<file path="config.mk">
export PLATFORM = sky130hd
export DESIGN_NAME = strobe_div_bank
export DESIGN_NICKNAME = d
export VERILOG_FILES = /design/src/rtl/strobe_pkg.sv /design/src/rtl/strobe_div_chan.sv /design/src/rtl/strobe_div_bank.sv
export SDC_FILE = /design/constraint.sdc
export NUM_CORES = 1
export LEC_CHECK = 0
export ABC_AREA = 1
export BUFFER_PORTS_ARGS = -buffer_cell sky130_fd_sc_hd__buf_4
export CORE_UTILIZATION = 50
export DETAILED_ROUTE_END_ITERATION = 6
export PLACE_DENSITY = 0.66
export SLEW_MARGIN = 10
export SYNTH_ARGS = -nofsm -noshare
export SYNTH_HDL_FRONTEND = slang
export SYNTH_SLANG_ARGS = --single-unit
</file>
<file path="constraint.sdc">
create_clock -name i_clk -period 2.5 [get_ports i_clk]
set_input_delay 0 -clock i_clk [delete_from_list [all_inputs] [get_ports i_clk]]
set_output_delay 0 -clock i_clk [all_outputs]
set_load 0.05 [all_outputs]
</file>
<file path="src/rtl/strobe_pkg.sv">
// Shared types and helpers for the strobe divider bank.
// Pure declarations; no timing or flow-control behaviour of its own.
// Consumers decode raw mode bits and clamp divisors through these helpers.
package strobe_pkg;

    typedef enum logic [1:0] {
        MODE_OFF     = 2'd0,
        MODE_CONT    = 2'd1,
        MODE_ONESHOT = 2'd2
    } mode_e;

    // Divisors below 2 cannot produce a distinct strobe cycle, so they become 2.
    function automatic logic [63:0] clamp_div(input logic [63:0] div);
        return (div < 64'd2) ? 64'd2 : div;
    endfunction

    function automatic mode_e decode_mode(input logic [1:0] raw);
        case (raw)
            2'd1:    return MODE_CONT;
            2'd2:    return MODE_ONESHOT;
            default: return MODE_OFF;
        endcase
    endfunction

endpackage

</file>
<file path="src/rtl/strobe_div_chan.sv">
// One divider channel: counter, active div/mode, shadow config and one-shot state.
// Strobe is combinational from registers (0-cycle); config applies one edge after accept at the earliest.
// A config write is taken only while nothing is pending; the bank turns that into cfg back-pressure.
module strobe_div_chan
    import strobe_pkg::*;
#(
    parameter int CNT_W       = 16,
    parameter int DEFAULT_DIV = 10
) (
    input  logic             i_clk,
    input  logic             i_reset_n,
    input  logic             i_cfg_wr,
    input  logic [CNT_W-1:0] i_cfg_div,
    input  logic [1:0]       i_cfg_mode,
    input  logic             i_start,
    input  logic             i_sync,
    output logic             o_strobe,
    output logic             o_busy,
    output logic             o_pending
);

    logic [CNT_W-1:0] cnt_q, cnt_d;
    logic [CNT_W-1:0] div_q, div_d;
    logic [CNT_W-1:0] sh_div_q, sh_div_d;
    mode_e            mode_q, mode_d;
    mode_e            sh_mode_q, sh_mode_d;
    logic             busy_q, busy_d;
    logic             pend_q, pend_d;

    logic at_end;
    logic active;
    logic strobe;
    logic apply_ok;

    assign at_end   = (cnt_q == div_q - CNT_W'(1));
    assign active   = (mode_q == MODE_CONT) || ((mode_q == MODE_ONESHOT) && busy_q);
    assign strobe   = active && at_end;
    // Boundaries where swapping div/mode cannot cut a period short.
    assign apply_ok = pend_q && ((mode_q == MODE_OFF) ||
                                 ((mode_q == MODE_ONESHOT) && !busy_q) || strobe);

    always_comb begin
        cnt_d     = cnt_q;
        div_d     = div_q;
        mode_d    = mode_q;
        sh_div_d  = sh_div_q;
        sh_mode_d = sh_mode_q;
        busy_d    = busy_q;
        pend_d    = pend_q;

        if (i_cfg_wr && !pend_q) begin
            sh_div_d  = CNT_W'(clamp_div(64'(i_cfg_div)));
            sh_mode_d = decode_mode(i_cfg_mode);
            pend_d    = 1'b1;
        end

        if (i_sync) begin
            cnt_d = '0;
            if (pend_q) begin
                div_d  = sh_div_q;
                mode_d = sh_mode_q;
                busy_d = 1'b0;
                pend_d = 1'b0;
            end
        end else if (apply_ok) begin
            cnt_d  = '0;
            div_d  = sh_div_q;
            mode_d = sh_mode_q;
            busy_d = 1'b0;
            pend_d = 1'b0;
        end else begin
            case (mode_q)
                MODE_CONT: begin
                    cnt_d  = at_end ? '0 : cnt_q + CNT_W'(1);
                    busy_d = 1'b0;
                end
                MODE_ONESHOT: begin
                    if (!busy_q) begin
                        if (i_start) begin
                            busy_d = 1'b1;
                            cnt_d  = '0;
                        end
                    end else if (at_end) begin
                        // A start on the strobe cycle chains the next shot with no gap.
                        busy_d = i_start;
                        cnt_d  = '0;
                    end else begin
                        cnt_d = cnt_q + CNT_W'(1);
                    end
                end
                default: begin
                    cnt_d  = '0;
                    busy_d = 1'b0;
                end
            endcase
        end
    end

    always_ff @(posedge i_clk or negedge i_reset_n) begin
        if (!i_reset_n) begin
            cnt_q     <= '0;
            div_q     <= CNT_W'(DEFAULT_DIV);
            mode_q    <= MODE_CONT;
            sh_div_q  <= CNT_W'(DEFAULT_DIV);
            sh_mode_q <= MODE_CONT;
            busy_q    <= 1'b0;
            pend_q    <= 1'b0;
        end else begin
            cnt_q     <= cnt_d;
            div_q     <= div_d;
            mode_q    <= mode_d;
            sh_div_q  <= sh_div_d;
            sh_mode_q <= sh_mode_d;
            busy_q    <= busy_d;
            pend_q    <= pend_d;
        end
    end

    assign o_strobe  = strobe;
    assign o_busy    = busy_q;
    assign o_pending = pend_q;

endmodule

</file>
<file path="src/rtl/strobe_div_bank.sv">
// Bank of independent programmable strobe dividers with a shared re-align input.
// Strobes are 0-cycle from registers; config takes effect at the owning channel's next period boundary.
// o_cfg_ready drops only for the addressed channel while its previous write is still pending.
module strobe_div_bank
    import strobe_pkg::*;
#(
    parameter  int NUM_CH      = 4,
    parameter  int CNT_W       = 16,
    parameter  int DEFAULT_DIV = 10,
    localparam int CH_W        = (NUM_CH > 1) ? $clog2(NUM_CH) : 1
) (
    input  logic              i_clk,
    input  logic              i_reset_n,
    input  logic              i_cfg_valid,
    output logic              o_cfg_ready,
    input  logic [CH_W-1:0]   i_cfg_ch,
    input  logic [CNT_W-1:0]  i_cfg_div,
    input  logic [1:0]        i_cfg_mode,
    input  logic [NUM_CH-1:0] i_start,
    input  logic              i_sync,
    output logic [NUM_CH-1:0] o_strobe,
    output logic [NUM_CH-1:0] o_busy
);

    if (NUM_CH < 1) begin : g_bad_num_ch
        $error("strobe_div_bank: NUM_CH must be >= 1");
    end
    if ((CNT_W < 2) || (CNT_W > 64)) begin : g_bad_cnt_w
        $error("strobe_div_bank: CNT_W must be in 2..64");
    end
    if ((DEFAULT_DIV < 2) || ((CNT_W < 31) && (DEFAULT_DIV > (1 << CNT_W) - 1))) begin : g_bad_div
        $error("strobe_div_bank: DEFAULT_DIV must be in 2..2**CNT_W-1");
    end

    logic [NUM_CH-1:0] pend;

    for (genvar g = 0; g < NUM_CH; g++) begin : g_ch
        strobe_div_chan #(
            .CNT_W       (CNT_W),
            .DEFAULT_DIV (DEFAULT_DIV)
        ) u_chan (
            .i_clk      (i_clk),
            .i_reset_n  (i_reset_n),
            .i_cfg_wr   (i_cfg_valid && (i_cfg_ch == CH_W'(g))),
            .i_cfg_div  (i_cfg_div),
            .i_cfg_mode (i_cfg_mode),
            .i_start    (i_start[g]),
            .i_sync     (i_sync),
            .o_strobe   (o_strobe[g]),
            .o_busy     (o_busy[g]),
            .o_pending  (pend[g])
        );
    end

    // Unpopulated channel indices stay ready so a stray write cannot wedge the port.
    always_comb begin
        o_cfg_ready = 1'b1;
        for (int i = 0; i < NUM_CH; i++) begin
            if (i_cfg_ch == CH_W'(i)) begin
                o_cfg_ready = !pend[i];
            end
        end
    end

endmodule

</file>
==> flow_summary_export.csv <==
group,metric,value,unit
status,outcome,"finished, violations left",
status,violations,"setup timing",
setup_path,critical_path.max_fanout,2,
placement,place_hpwl,23800,µm
clocking,numCtsBuffers,24,
setup_path,arrival,2.58,ns
min_path,hold_path_class,"input port to asynchronous set/reset pin",
setup_path,r2r-start,"g_ch[0].u_chan.div_q[1]",
global_routing,track_usage,0.253,
logic_synthesis,syn_area,13200,µm²
layout,final_util,0.602,
floorplan,ios,37,
logic_synthesis,ys_warn_count,0,
power,p_seq_frac,0.336,
power,p_int,9.18,mW
floorplan,die-width,164,µm
floorplan,dieArea,27000,µm²
clocking,root_buffer,"clkbuf_16",
detailed_routing,drt-total-wl,33800,µm
setup_path,crit_end,"o_strobe[0]",
detailed_routing,drtIter0Drc,948,
clocking,cts_tree,"built",
logic_synthesis,syn-num-nets,1870,
placement,numPortBuffers,36,
logic_synthesis,yosysMostFrequentCell,"nand2_1",
setup_path,worst-setup-path-type,"register to primary output",
timing,rsz0062_at_grt,"true",
timing,drv_slew,0,
layout,diodes,0,
logic_synthesis,synth-seq-cells,216,
floorplan,initial_core_util,0.508,
clocking,insertion_delay,0.53,ns
logic_synthesis,synth_flop_cell,"dfrtp_1",
logic_synthesis,netlist.top_cell.by_area,"dfrtp_1",
clocking,clkTransAtPathRegs,0.06,ns
placement,place.gp.congestion,0.917,
job,drv_cap,0,
detailed_routing,ant_nets,0,
global_routing,grt_max_degree,70,
layout,final_area,15600,µm²
logic_synthesis,synth_top_area_share,0.365,
timing,hold_violations,0,
placement,placed_area,13800,µm²
timing,finClkSkew,0.0191,ns
power,clkPwrFrac,0.241,
timing,relSlewSlack,0.284,
clocking,cts_sinks,216,
timing,max_freq,388,MHz
global_routing,antenna_found_initial,0,
clocking,htree_levels,1,
global_routing,grt_pass1_vias,11200,
detailed_routing,first_pass_iters,5,
timing,fin_tns_setup,-0.0802,ns
global_routing,grt_pass1_wl,54800,µm
logic_synthesis,yosys.cell_types.count,43,
setup_path,crit_path_end_kind,"primary output",
floorplan,core.rowCount,59,
power,p_sw_frac,0.412,
detailed_routing,drc_errors,0,
layout,nets,1976,
setup_path,required,2.50,ns
setup_path,cp-startpoint,"g_ch[0].u_chan.div_q[1]",
power,switching_power,6.44,mW
detailed_routing,num_vias,11800,
timing,period_share,1.03,
power,vdd_drop_max,0.728,mV
setup_path,cp-start-kind,"register",
detailed_routing,viasPerCell,5.17,
logic_synthesis,avgSynthCellArea,7.22,µm²
layout,drive_gt1_frac,0.156,
logic_synthesis,synth_area_leaders,"dfrtp_1 (37%), nand2_1 (17%), nand3_1 (6.6%), inv_1 (5.9%), nor2_1 (5.4%)",
logic_synthesis,synthArstFlopShare,1.00,
layout,areaGrowthSynthToFinish,18.6,%
floorplan,coreArea,25900,µm²
global_routing,gr-total-overflow,0,
timing,finalSetupViolCount,1,
detailed_routing,wl_per_cell,14.8,µm
power,cellLeakagePower,8.08,nW
timing,tightestPinTransition,1.07,ns
logic_synthesis,synth_cells,1822,
floorplan,die_y,164,µm
timing,layout_min_cycle_time,2.58,ns
clocking,clock_path_buffers,3,
logic_synthesis,synth_common_cells,"nand2_1 (608), inv_1 (208), dfrtp_1 (192)",
logic_synthesis,ys_seq_area_frac,0.413,
setup_path,r2r-end,"g_ch[0].u_chan.o_busy",
setup_path,rr_worst_depth,19,
timing,setup_ws,-0.0802,ns
power,power.density,1000,nW/µm²
setup_path,r2r_slack,0.05,ns
logic_synthesis,synth-edff-count,0,
power,combPwrFrac,0.423,
flip-flops by register name (all words and copies together) (netlist names):
signal / cells
g_ch.u_chan.mode_q: 8
g_ch.u_chan.sh_mode_q: 8
g_ch.u_chan.cnt_q: 64
g_ch.u_chan.sh_div_q: 64
g_ch.u_chan.div_q: 64
g_ch.u_chan.o_busy: 4
g_ch.u_chan.o_pending: 4
kinds of logic after synthesis:
| logic type | after synthesis | synth area share |
|---|---|---|
| and+or+nand+nor | 1119 | 0.376 |
| AOI/OAI and AO/OA | 113 | 0.0436 |
| buffers and inverters | 267 | 0.0892 |
| adders and majority gates | 20 | 0.0190 |
| xor gates and xnor gates | 87 | 0.0591 |
| DFF | 216 | 0.413 |
routing by layer:
| layer | vias up | wire [µm] | GRT usage |
|---|---|---|---|
| li1 | 5929 | - | - |
| met1 | 5548 | 15500 | 0.357 |
| met2 | 258 | 15800 | 0.414 |
| met3 | 53 | 1820 | 0.0290 |
| met4 | 0 | 773 | 0.0610 |
| met5 | - | 0 | 0 |
placed cells by master (no fill, tap or decap), drive strengths merged:
cell / count
xnor2: 31
dfstp: 24
inv: 216
and2: 4
dlygate4sd3: 33
or2: 8
clkbuf: 32
ha: 20
buf: 93
xor2: 56
nand2b: 1
dfrtp: 192
clkinv: 8
a31oi: 2
nand4: 23
o31ai: 1
nand3: 196
bufinv: 4
nand3b: 20
o21ai: 90
and3: 1
o21bai: 1
nor2: 214
nor3: 20
nand2: 630
nor4: 7
a21oi: 19
power groups by stage:
| stage | logic, mW | registers (mW) | clock network [mW] |
|---|---|---|---|
| CTS | 5.93 | 5.20 | 3.84 |
| finish | 6.61 | 5.25 | 3.77 |
| detailed placement | 5.59 | 5.24 | 0 |
| global placement | 5.46 | 5.25 | 0 |
| floorplan | 4.59 | 4.94 | 0 |
| global route | 7.48 | 5.34 | 3.97 |
repair_timing:
action,CTS,global route
cloned,0,6
hold buffers,33,0
pin swaps,15,46
endpoints found under the setup margin,4,132
resized for setup,25,78
endpoints found under the hold margin,289,0
buffers inserted,19,15
worst min-delay path by stage:
stage / to / from
floorplan: g_ch[0].u_chan.cnt_q[0] / i_reset_n
finish: g_ch[3].u_chan.cnt_q[6] / i_reset_n
CTS: g_ch[3].u_chan.cnt_q[9] / i_reset_n
global route: g_ch[3].u_chan.cnt_q[6] / i_reset_n
global placement: g_ch[3].u_chan.cnt_q[10] / i_reset_n
detailed placement: g_ch[3].u_chan.cnt_q[9] / i_reset_n
worst max-delay path: stages (launching register included):
cell and delay [ns]:
dfstp_2 0.54, inv_2 0.04, ha_4 0.24, xnor2_2 0.13, nor2_2 0.10, nand2_1 0.06
nor2_1 0.11, nand2_1 0.07, nor2_1 0.10, nand3_1 0.11, nor2_2 0.14, nand2_2 0.11
nor2_4 0.15, buf_8 0.15
per-stage QoR:
step	hold WS, ns	worst slack [ns]	instances	power, mW
CTS	0.0475	-0.167	2266	15.0
finish	0.0217	-0.0802	2281	15.6
global placement	-0.00267	0.0734	2170	10.7
floorplan	-0.296	0.387	1822	9.53
detailed placement	-0.00204	0.0454	2170	10.8
global route	0.0869	-0.218	2281	16.8
layout make-up:
class	instances	area [µm²]
Multi-Input combinational cell	1344	6910
Fill cell	2394	10300
Sequential cell	216	5440
Clock buffer	31	668
Clock inverter	13	173
Inverter	215	807
Timing Repair Buffer	127	1190
Tap cell	335	419
(Power assumes the default switching activity.)
